### src/rtl/uart_rx.sv
// 8N1 UART receiver: samples each bit at its midpoint and emits one-cycle
// valid or frame-error pulses. A held-low line is parked until it returns high.
module uart_rx #(
  parameter int unsigned CLOCKS_PER_BIT = 434
) (
  input  logic       clock,
  input  logic       clear_n,
  input  logic       rx,
  output logic       out_valid,
  output logic [7:0] out_data,
  output logic       frame_error
);

  localparam int unsigned TIMER_W = $clog2(CLOCKS_PER_BIT);
  localparam logic [TIMER_W-1:0] BIT_LAST  = TIMER_W'(CLOCKS_PER_BIT - 1);
  localparam logic [TIMER_W-1:0] HALF_LAST = TIMER_W'(CLOCKS_PER_BIT / 2 - 1);

  typedef enum logic [2:0] {
    S_IDLE,
    S_START,
    S_DATA,
    S_STOP,
    S_BRK
  } state_t;

  state_t               state_q, state_d;
  logic [1:0]           sync_q;
  logic                 rx_s;
  logic [TIMER_W-1:0]   timer_q, timer_d;
  logic [2:0]           index_q, index_d;
  logic [7:0]           shift_q, shift_d;
  logic [7:0]           data_d;
  logic                 valid_d;
  logic                 ferr_d;

  assign rx_s = sync_q[1];

  // Two-flop synchroniser for the asynchronous serial line; resets to idle-high.
  always_ff @(posedge clock or negedge clear_n) begin
    if (!clear_n) begin
      sync_q <= 2'b11;
    end else begin
      sync_q <= {sync_q[0], rx};
    end
  end

  // State and datapath registers.
  always_ff @(posedge clock or negedge clear_n) begin
    if (!clear_n) begin
      state_q     <= S_IDLE;
      timer_q     <= '0;
      index_q     <= '0;
      shift_q     <= '0;
      out_data    <= '0;
      out_valid   <= 1'b0;
      frame_error <= 1'b0;
    end else begin
      state_q     <= state_d;
      timer_q     <= timer_d;
      index_q     <= index_d;
      shift_q     <= shift_d;
      out_data    <= data_d;
      out_valid   <= valid_d;
      frame_error <= ferr_d;
    end
  end

  // Next-state, bit timing and output pulse generation.
  always_comb begin
    state_d = state_q;
    timer_d = timer_q + TIMER_W'(1);
    index_d = index_q;
    shift_d = shift_q;
    data_d  = out_data;
    valid_d = 1'b0;
    ferr_d  = 1'b0;

    unique case (state_q)
      S_IDLE: begin
        timer_d = '0;
        if (!rx_s) begin
          state_d = S_START;
        end
      end

      S_START: begin
        // Mid start bit: a line that has gone high again was only a glitch.
        if (timer_q == HALF_LAST) begin
          timer_d = '0;
          if (!rx_s) begin
            state_d = S_DATA;
            index_d = '0;
          end else begin
            state_d = S_IDLE;
          end
        end
      end

      S_DATA: begin
        if (timer_q == BIT_LAST) begin
          timer_d          = '0;
          shift_d[index_q] = rx_s;
          index_d          = index_q + 3'(1);
          if (index_q == 3'd7) begin
            state_d = S_STOP;
          end
        end
      end

      S_STOP: begin
        // Leave at mid stop bit so a back-to-back start edge is seen in idle.
        if (timer_q == BIT_LAST) begin
          timer_d = '0;
          if (rx_s) begin
            data_d  = shift_q;
            valid_d = 1'b1;
            state_d = S_IDLE;
          end else begin
            ferr_d  = 1'b1;
            state_d = S_BRK;
          end
        end
      end

      S_BRK: begin
        timer_d = '0;
        if (rx_s) begin
          state_d = S_IDLE;
        end
      end

      default: begin
        timer_d = '0;
        state_d = S_IDLE;
      end
    endcase
  end

endmodule
### config.mk
export PLATFORM = sky130hd
export DESIGN_NAME = uart_rx
export DESIGN_NICKNAME = d
export VERILOG_FILES = /design/src/rtl/uart_rx.sv
export SDC_FILE = /design/constraint.sdc
export NUM_CORES = 1
export LEC_CHECK = 0
export ABC_AREA = 0
export CORE_UTILIZATION = 45
export DETAILED_ROUTE_END_ITERATION = 16
export PLACE_DENSITY = 0.73
export SETUP_SLACK_MARGIN = 0.2
export SLEW_MARGIN = 20
export SYNTH_ARGS = -nofsm -noshare
export SYNTH_HDL_FRONTEND = slang
export SYNTH_SLANG_ARGS = --single-unit
### constraint.sdc
create_clock -name clock -period 1.6 [get_ports clock]
set_input_delay 0.32 -clock clock [delete_from_list [all_inputs] [get_ports clock]]
set_output_delay 0.32 -clock clock [all_outputs]
set_load 0.01 [all_outputs]
==> impl_metrics.json <==
{
  "run_status": "complete, but fails checks",
  "violations": "setup timing",
  "ant_nets": 0,
  "drive_gt1_frac": 0.394,
  "fin_crit_ns": 1.83,
  "crit_buf_inv": 1,
  "fmax_mhz": 545,
  "r2r_cells": 6,
  "holdBufCountCts": 0,
  "crit_family": "simple AND/OR/NAND/NOR gates",
  "grt_overflow": 0,
  "path_clk_slew_ns": 0.06,
  "antennaDiodeCount": 0,
  "grt_pass1_vias": 1199,
  "vias_per_cell": 5.43,
  "grt_usage": 0.185,
  "rows": 21,
  "leakage_nw": 1.01,
  "ys_ff_latch": 35,
  "timing.max_cap.violations": 0,
  "antenna_found_initial": 0,
  "grt_pass1_wl_microns": 5640,
  "finalCritPeriodShare": 1.15,
  "coreArea_sq_um": 3440,
  "maxSlewViolCount": 0,
  "final_design_area_no_fill_sq_um": 2220,
  "setup_tns_ns": -4.10,
  "drcViolationCount": 0,
  "async_flop_share": 1.00,
  "p_per_area_nw_per_um2": 688,
  "ys_seq_area_frac": 0.523,
  "firstDrtPassIters": 4,
  "path_max_fanout": 3,
  "die_w_microns": 63.1,
  "hp-class": "reg -> reg",
  "postSynthAreaPerCell_sq_um": 11.9,
  "start_util": 0.487,
  "cts-root-buf": "clkbuf_8",
  "min_path_cells": 0,
  "grt_max_degree": 36,
  "numCtsBuffers": 5,
  "final_nets": 182,
  "synth_edf_count": 0,
  "r2r_end": "index_q[0]",
  "cts_tree": "built",
  "r2r_slack_ns": -0.23,
  "dpl.hpwl_microns": 2130,
  "r2r_start": "timer_q[0]",
  "wirelength_microns": 3470,
  "area_growth_syn_to_layout_pct": 32.3,
  "maxSlewHeadroom": 0.714,
  "synth.distinct_cells": 41,
  "crit_cells": 6,
  "slowest_delay_ns": 0.50,
  "finalSetupViolCount": 30,
  "htreeDepth": 2,
  "syn-instance-count": 141,
  "max_slew.worst_pin.slew_ns": 0.429,
  "yosysTopAreaCellShare": 0.492,
  "gp_congestion": 0.762,
  "clockBufferDepth": 2,
  "yosysTopAreaCell": "dfrtp_1",
  "cp-end-kind": "flop",
  "synth_ff_type": "dfrtp_1",
  "insertion_delay_ns": 0.28,
  "ir_drop_v": 0.000544,
  "die-height_microns": 63.1,
  "die-area_sq_um": 3980,
  "syn_nets": 149,
  "yosysMostFrequentCell": "dfrtp_1",
  "netlist_area_sq_um": 1680,
  "path_cells": "inv_1 > ha_1 > or4b_4 > o211ai_4 > o21ai_2 > mux2_4",
  "yosys_warnings": 0,
  "synthTopCellsByCount": "dfrtp_1, nor2_1, mux2_4",
  "grt_setup_unrepaired": "true",
  "drtIter0Drc": 38,
  "fin_skew_ns": 0.00336,
  "cp.required_ns": 1.77,
  "fin_total_pwr_mw": 1.53,
  "io_buffer_count": 12,
  "synthTopCellsByArea": "dfrtp_1, mux2_4, mux2_2",
  "dp.cells": 208,
  "start_kind": "flop",
  "n_fill_cell": 252,
  "hold_violations": 0,
  "critPathSlowestCell": "or4b_4",
  "placed_cell_area_sq_um": 1980,
  "startpoint": "timer_q[0]",
  "worstSetupPathType": "reg -> reg",
  "ios": 13,
  "setup_ws_ns": -0.234,
  "cp.arrival_ns": 2.00,
  "num_vias": 1199,
  "cts_sinks": 35,
  "finalNonFillerCells": 221,
  "endpoint": "index_q[0]",
  "wire_per_inst_microns": 15.7
}
==> where the power goes <==
part           internal, mW  switching, mW  total [mW]
sequential            0.890        0.00465       0.894
combinational        0.0115         0.0206      0.0321
clock                 0.305          0.296       0.601
total                  1.21          0.321        1.53
==> through the flow <==
step,utilization,hold slack (ns),worst slack [ns]
2_1_floorplan,-,0.0244,-0.102
3_3_place_gp,0.574,0.347,-0.151
3_5_place_dp,0.574,0.348,-0.206
4_1_cts,0.614,0.360,-0.158
5_1_grt,0.645,0.361,-0.272
6_report,0.645,0.359,-0.234
==> layout by cell type (no fill, tap or decap), types with 4 or more instances in the layout <==
| master | instances |
|---|---|
| buf_4 | 18 |
| nand4_1 | 4 |
| nor2_1 | 17 |
| ha_1 | 5 |
| xor2_1 | 5 |
| dlygate4sd2_1 | 10 |
| mux2_4 | 12 |
| dfrtp_1 | 33 |
| clkbuf_8 | 5 |
| mux2_2 | 4 |
| nand2_1 | 5 |
==> how the worst min path moves through the flow <==
stage | start | end | slack, ns
2_1_floorplan | clear_n | frame_error | 0.02
3_3_place_gp | sync_q[0] | sync_q[1] | 0.35
3_5_place_dp | sync_q[0] | sync_q[1] | 0.35
4_1_cts | sync_q[0] | sync_q[1] | 0.36
5_1_grt | sync_q[0] | sync_q[1] | 0.36
6_report | sync_q[0] | sync_q[1] | 0.36
==> cell type report <==
cell class	instances	area, sq um	share of cell area
well taps	46	57.6	0.0259
flip-flops and latches	35	878	0.396
inverters	4	15.0	0.00676
repair buffers	34	305	0.138
clock inverters	1	5.00	0.00225
clock buffers	7	76.3	0.0344
multi-input cells	94	882	0.397
==> sequential cells by signal, summed over array words and instances (netlist names) <==
signal,flops
frame_error,1
index_q,3
out_data,8
out_valid,1
shift_q,8
state_q,3
sync_q,2
timer_q,9
==> metal layers <==
layer | track usage | part of all wire | up-vias
li1 | - | - | 565
met1 | 0.228 | 0.42 | 594
met2 | 0.297 | 0.52 | 31
met3 | 0.0525 | 0.039 | 9
met4 | 0.0872 | 0.018 | 0
met5 | 0 | 0 | -
==> logic make-up after synthesis <==
kind of cell	count (synthesis)	share of synthesized area
simple gates	52	0.175
flops	35	0.523
mux	17	0.132
buf+inv	13	0.0410
compound gates	12	0.0552
xor+xnor	7	0.0365
fa+ha+maj	5	0.0373
==> repair_timing <==
action,CTS,global route
gates cloned,1,0
setup buffers,1,3
endpoints found under the hold margin,0,0
pin swaps,1,3
setup endpoints to repair,41,33
gates resized for setup,23,16
(Power assumes the default switching activity.)
